## config.mk

```make
export PLATFORM = sky130hd
export DESIGN_NAME = pipe_ctrl
export DESIGN_NICKNAME = d
export VERILOG_FILES = /design/src/rtl/pipe_ctrl_pkg.sv /design/src/rtl/sat_counter.sv /design/src/rtl/pipe_ctrl.sv
export SDC_FILE = /design/constraint.sdc
export NUM_CORES = 1
export LEC_CHECK = 0
export CAP_MARGIN = 20
export CORE_UTILIZATION = 32
export DETAILED_ROUTE_END_ITERATION = 12
export PLACE_DENSITY = 0.81
export SYNTH_ARGS = -nofsm -noshare
export SYNTH_HDL_FRONTEND = slang
export SYNTH_HIERARCHICAL = 1
export SYNTH_SLANG_ARGS = --single-unit
```

## constraint.sdc

```tcl
create_clock -name clk -period 1.4 [get_ports clk]
set_input_delay 0.14 -clock clk [delete_from_list [all_inputs] [get_ports clk]]
set_output_delay 0.14 -clock clk [all_outputs]
set_load 0.02 [all_outputs]
```

## src/rtl/pipe_ctrl_pkg.sv

```systemverilog
// Shared state encoding and perf counter width for the pipeline sequencing controller.
package pipe_ctrl_pkg;

  typedef enum logic [1:0] {
    RUN   = 2'd0,
    HAZ   = 2'd1,
    FLUSH = 2'd2
  } state_t;

  localparam int PERF_W = 16;

endpackage

```

## src/rtl/sat_counter.sv

```systemverilog
// Saturating up-counter with synchronous clear; holds at all-ones.
// Single-cycle update, no backpressure.
module sat_counter #(
  parameter int W = 16
) (
  input  logic         clk,
  input  logic         clr,
  input  logic         inc,
  output logic [W-1:0] cnt
);

  always_ff @(posedge clk) begin
    if (clr) begin
      cnt <= '0;
    end else if (inc && (cnt != {W{1'b1}})) begin
      cnt <= cnt + 1'b1;
    end
  end

endmodule

```

## src/rtl/pipe_ctrl.sv

```systemverilog
// Pipeline sequencing controller: Mealy enables/flushes, zero-cycle response; mem_busy_i freezes all.
// Optional perf counters built when PIPE_CTRL_PERF_EN is defined.
module pipe_ctrl
  import pipe_ctrl_pkg::*;
#(
  parameter int HAZ_STALL_CYCLES = 2,
  parameter int BR_FLUSH_CYCLES  = 1,
  parameter int CNT_W            = 4
) (
  input  logic              clk,
  input  logic              reset_n,
  input  logic              haz_i,
  input  logic              branch_taken_i,
  input  logic              mem_busy_i,
  output logic              pc_we,
  output logic              ifid_we,
  output logic              idex_we,
  output logic              exmem_we,
  output logic              ifid_flush,
  output logic              idex_flush,
  output logic [1:0]        state_o,
  output logic [PERF_W-1:0] stall_cnt_o,
  output logic [PERF_W-1:0] flush_cnt_o
);

  localparam logic [CNT_W-1:0] HAZ_LOAD = CNT_W'(HAZ_STALL_CYCLES - 1);
  localparam logic [CNT_W-1:0] BR_LOAD  = CNT_W'(BR_FLUSH_CYCLES - 1);

  state_t           state, state_nxt;
  logic [CNT_W-1:0] cnt, cnt_nxt;

  always_ff @(posedge clk) begin
    if (!reset_n) begin
      state <= RUN;
      cnt   <= '0;
    end else begin
      state <= state_nxt;
      cnt   <= cnt_nxt;
    end
  end

  always_comb begin
    state_nxt = state;
    cnt_nxt   = cnt;
    if (!mem_busy_i) begin
      case (state)
        RUN: begin
          if (branch_taken_i) begin
            if (BR_FLUSH_CYCLES > 1) begin
              state_nxt = FLUSH;
              cnt_nxt   = BR_LOAD;
            end
          end else if (haz_i) begin
            if (HAZ_STALL_CYCLES > 1) begin
              state_nxt = HAZ;
              cnt_nxt   = HAZ_LOAD;
            end
          end
        end
        HAZ: begin
          // A taken branch kills the stalled instruction, so the stall is abandoned.
          if (branch_taken_i) begin
            if (BR_FLUSH_CYCLES > 1) begin
              state_nxt = FLUSH;
              cnt_nxt   = BR_LOAD;
            end else begin
              state_nxt = RUN;
              cnt_nxt   = '0;
            end
          end else begin
            cnt_nxt = cnt - 1'b1;
            if (cnt <= 1) begin
              state_nxt = RUN;
              cnt_nxt   = '0;
            end
          end
        end
        FLUSH: begin
          cnt_nxt = cnt - 1'b1;
          if (cnt <= 1) begin
            state_nxt = RUN;
            cnt_nxt   = '0;
          end
        end
        default: begin
          state_nxt = RUN;
          cnt_nxt   = '0;
        end
      endcase
    end
  end

  always_comb begin
    pc_we      = 1'b0;
    ifid_we    = 1'b0;
    idex_we    = 1'b0;
    exmem_we   = 1'b0;
    ifid_flush = 1'b0;
    idex_flush = 1'b0;
    if (!reset_n) begin
      ifid_flush = 1'b1;
      idex_flush = 1'b1;
    end else if (!mem_busy_i) begin
      if ((state == FLUSH) || branch_taken_i) begin
        pc_we      = 1'b1;
        ifid_we    = 1'b1;
        idex_we    = 1'b1;
        exmem_we   = 1'b1;
        ifid_flush = 1'b1;
        idex_flush = 1'b1;
      end else if ((state == HAZ) || haz_i) begin
        // Hold PC and IF/ID; ID/EX takes a bubble while the producer drains.
        idex_we    = 1'b1;
        exmem_we   = 1'b1;
        idex_flush = 1'b1;
      end else begin
        pc_we    = 1'b1;
        ifid_we  = 1'b1;
        idex_we  = 1'b1;
        exmem_we = 1'b1;
      end
    end
  end

  assign state_o = state;

`ifdef PIPE_CTRL_PERF_EN
  logic br_go;
  logic haz_go;

  assign br_go  = reset_n && !mem_busy_i && branch_taken_i && (state != FLUSH);
  assign haz_go = reset_n && !mem_busy_i && !br_go &&
                  (((state == RUN) && haz_i) || (state == HAZ));

  sat_counter #(.W(PERF_W)) u_stall_cnt (
    .clk (clk),
    .clr (!reset_n),
    .inc (haz_go),
    .cnt (stall_cnt_o)
  );

  sat_counter #(.W(PERF_W)) u_flush_cnt (
    .clk (clk),
    .clr (!reset_n),
    .inc (br_go),
    .cnt (flush_cnt_o)
  );
`else
  assign stall_cnt_o = '0;
  assign flush_cnt_o = '0;
`endif

endmodule

```

==> reports/metrics.cfg <==
[placement]
gp_congestion = 0.799
hpwl_mm = 1.02
io_buffers = 12
placed_cell_area_um2 = 826
post-place-ws_ns = -0.473

[logic_synthesis]
synth_top_family_by_area = buffers and inverters
avgSynthCellArea_um2 = 7.70
synth_seq_area_share_pct = 17.5
synth_mux_area_share_pct = 0
yosys.area_share.xor_xnor_pct = 0
yosysWarnings = 6
synth_seq_cells = 6
synthSimpleGateAreaFrac_pct = 16.1
syn_inst = 89
synth_adder_area_share_pct = 5.11
netlist_area_um2 = 686
synth_compound_area_share_pct = 19.5
synthDistinctLibCells = 31

[timing]
max_freq_mhz = 699
rsz0062_at_grt = yes
drv_slew = 0
post-route-period-util_pct = 102
hold_viol = 0
hold_slack_ns = 0.502
setup_viol = 3
final.setup.worst_slack_ns = -0.0297
fin_skew_ns = 0.00402
fin_crit_ns = 1.43

[layout]
final_common_cell = conb_1
nets = 124
diodes = 0
area_delta_synth_final_pct = 31.4
drive_gt1_share_pct = 41.7
multi_input_area_um2 = 474
fillCellCount = 205
seq_area_um2 = 130
stdcell_area_um2 = 901
layout_common_cells = 32 x conb_1, 17 x buf_4, 6 x nor2_1
final_core_util_pct = 45.5

[clocking]
clock-sinks = 6
clock_latency_ns = 0.25
clk_pin_slew_ns = 0.05
post_cts_buffers = 0
cts_buffers = 3
cts_tree = yes
cts_buffer_depth = 2
root_buffer = clkbuf_4
htreeDepth = 1

[worst_hold_path]
hold_path.class = reg2reg
hold_start = cnt[3]

[worst_setup_path]
cp-startpoint = cnt[1]
start_kind = flip-flop
crit_family = simple AND/OR/NAND/NOR gates
required_ns = 1.58
regToRegStartpoint = cnt[1]
worstPathCellList = inv_2 > ha_4 > or2_4 > and2_4 > o31ai_2 > o221a_2
cp_max_fo = 4
cp_slowest_cell = dfxtp_2
slowest_delay_ns = 0.32
crit_type = reg2reg
crit_arrival_ns = 1.61
worstSetupEndpointType = flip-flop
path_buf_inv = 1

[drt]
avgRoutedWirePerCell_um = 9.53
vias_per_cell = 4.12
totalWireLength_mm = 1.35
firstDrtPassIters = 5
ant_nets = 0
drtIter0Drc = 13
vias = 585
drcViolationCount = 0

[global_routing]
grt_first_pass_wirelength_mm = 1.86
grt_pass1_vias = 481
overflow = 0
grt_max_degree = 9
grt_usage_pct = 11.6
antenna_found_initial = 0

[die]
fp.dieH_um = 48.3
start_util_pct = 34.6
rows = 16
io-pin-count = 45
chipWidth_um = 48.3
core_area_um2 = 1980
die-area_um2 = 2330

[run_status]
violations = setup timing
status = finished, violations left

[power_and_ir_drop]
power_leakage_nw = 0.426
peakVddDrop_mv = 0.308
power_density_nw_per_um2 = 620

[job]
cap_violations = 0

==> metrics by stage <==
stage          power, W  setup TNS [ns]  std cells
2_1_floorplan  0.000391          -0.164        120
3_3_place_gp   0.000386           -2.93        139
3_5_place_dp   0.000389           -3.29        139
4_1_cts        0.000559         -0.0332        142
5_1_grt        0.000591          -0.223        142
6_report       0.000559         -0.0461        142
==> metal layers <==
layer  GRT usage (%)  wire length, um  part of all wire (%)
met1            12.6              563                    42
met2            21.6              679                    50
met3            3.33              104                   7.7
met4            3.33                6                  0.44
met5               0                0                     0
==> where the power goes <==
group | internal, W | switching (W)
Combinational | 0.0000742 | 0.000144
Clock | 0.0000972 | 0.0000658
Sequential | 0.000172 | 0.00000491
==> state kept, by name (all words and copies together) (netlist names) <==
register,flops
cnt,4
state_o,2
==> final timing paths <==
path            end  slack (ns)  cells past startpoint
max          cnt[0]       -0.03                      6
min          cnt[3]        0.50                      2
max reg2reg  cnt[0]       -0.03                      6
min reg2reg  cnt[3]        0.50                      2
==> logic make-up after synthesis <==
family | Yosys count
buffers and inverters | 40
AND/OR/NAND/NOR | 20
flip-flops | 6
adder cells (fa/ha/maj) | 3
other | 1
AO/OA/AOI/OAI | 19
==> repair_timing <==
action                     CTS  global route
setup endpoints to repair   12            10
pin swaps                    7             2
resized for setup           38            14
hold buffers                 0             0
==> cells in the mapped netlist, drive strengths merged <==
master | count | share of area (%)
a2111o | 1 | 1.6
nand2b | 1 | 0.91
o21ai | 5 | 3.6
nor2 | 7 | 3.8
nor3 | 1 | 0.73
o21a | 1 | 1.1
inv | 4 | 2.2
o31ai | 1 | 1.1
nand2 | 1 | 0.55
nor2b | 2 | 1.8
a211o | 1 | 1.3
buf | 36 | 39
a21oi | 4 | 3.5
a21boi | 3 | 3.3
nor4b | 1 | 1.3
maj3 | 1 | 1.5
a31o | 1 | 1.3
dfxtp | 6 | 18
ha | 2 | 3.6
o221a | 1 | 1.6
and2 | 1 | 1.1
nand4b | 1 | 1.3
o21bai | 1 | 1.1
conb | 1 | 0.55
or2 | 2 | 1.8
and3 | 1 | 0.91
nand3b | 1 | 1.1
nand3 | 1 | 0.73
==> layout make-up <==
class	instances	area share (%)
Multi-Input combinational cell	74	52.6
Timing Repair Buffer	28	25.0
Clock buffer	3	2.50
Inverter	4	1.67
Tap cell	27	3.75
Sequential cell	6	14.4
==> worst reg2reg max path, cell delays in order (launching register included) <==
cell	delay, ns
dfxtp_2	0.32
inv_2	0.06
ha_4	0.15
or2_4	0.25
and2_4	0.18
o31ai_2	0.18
o221a_2	0.22
Power figures use the tool's default switching activity.
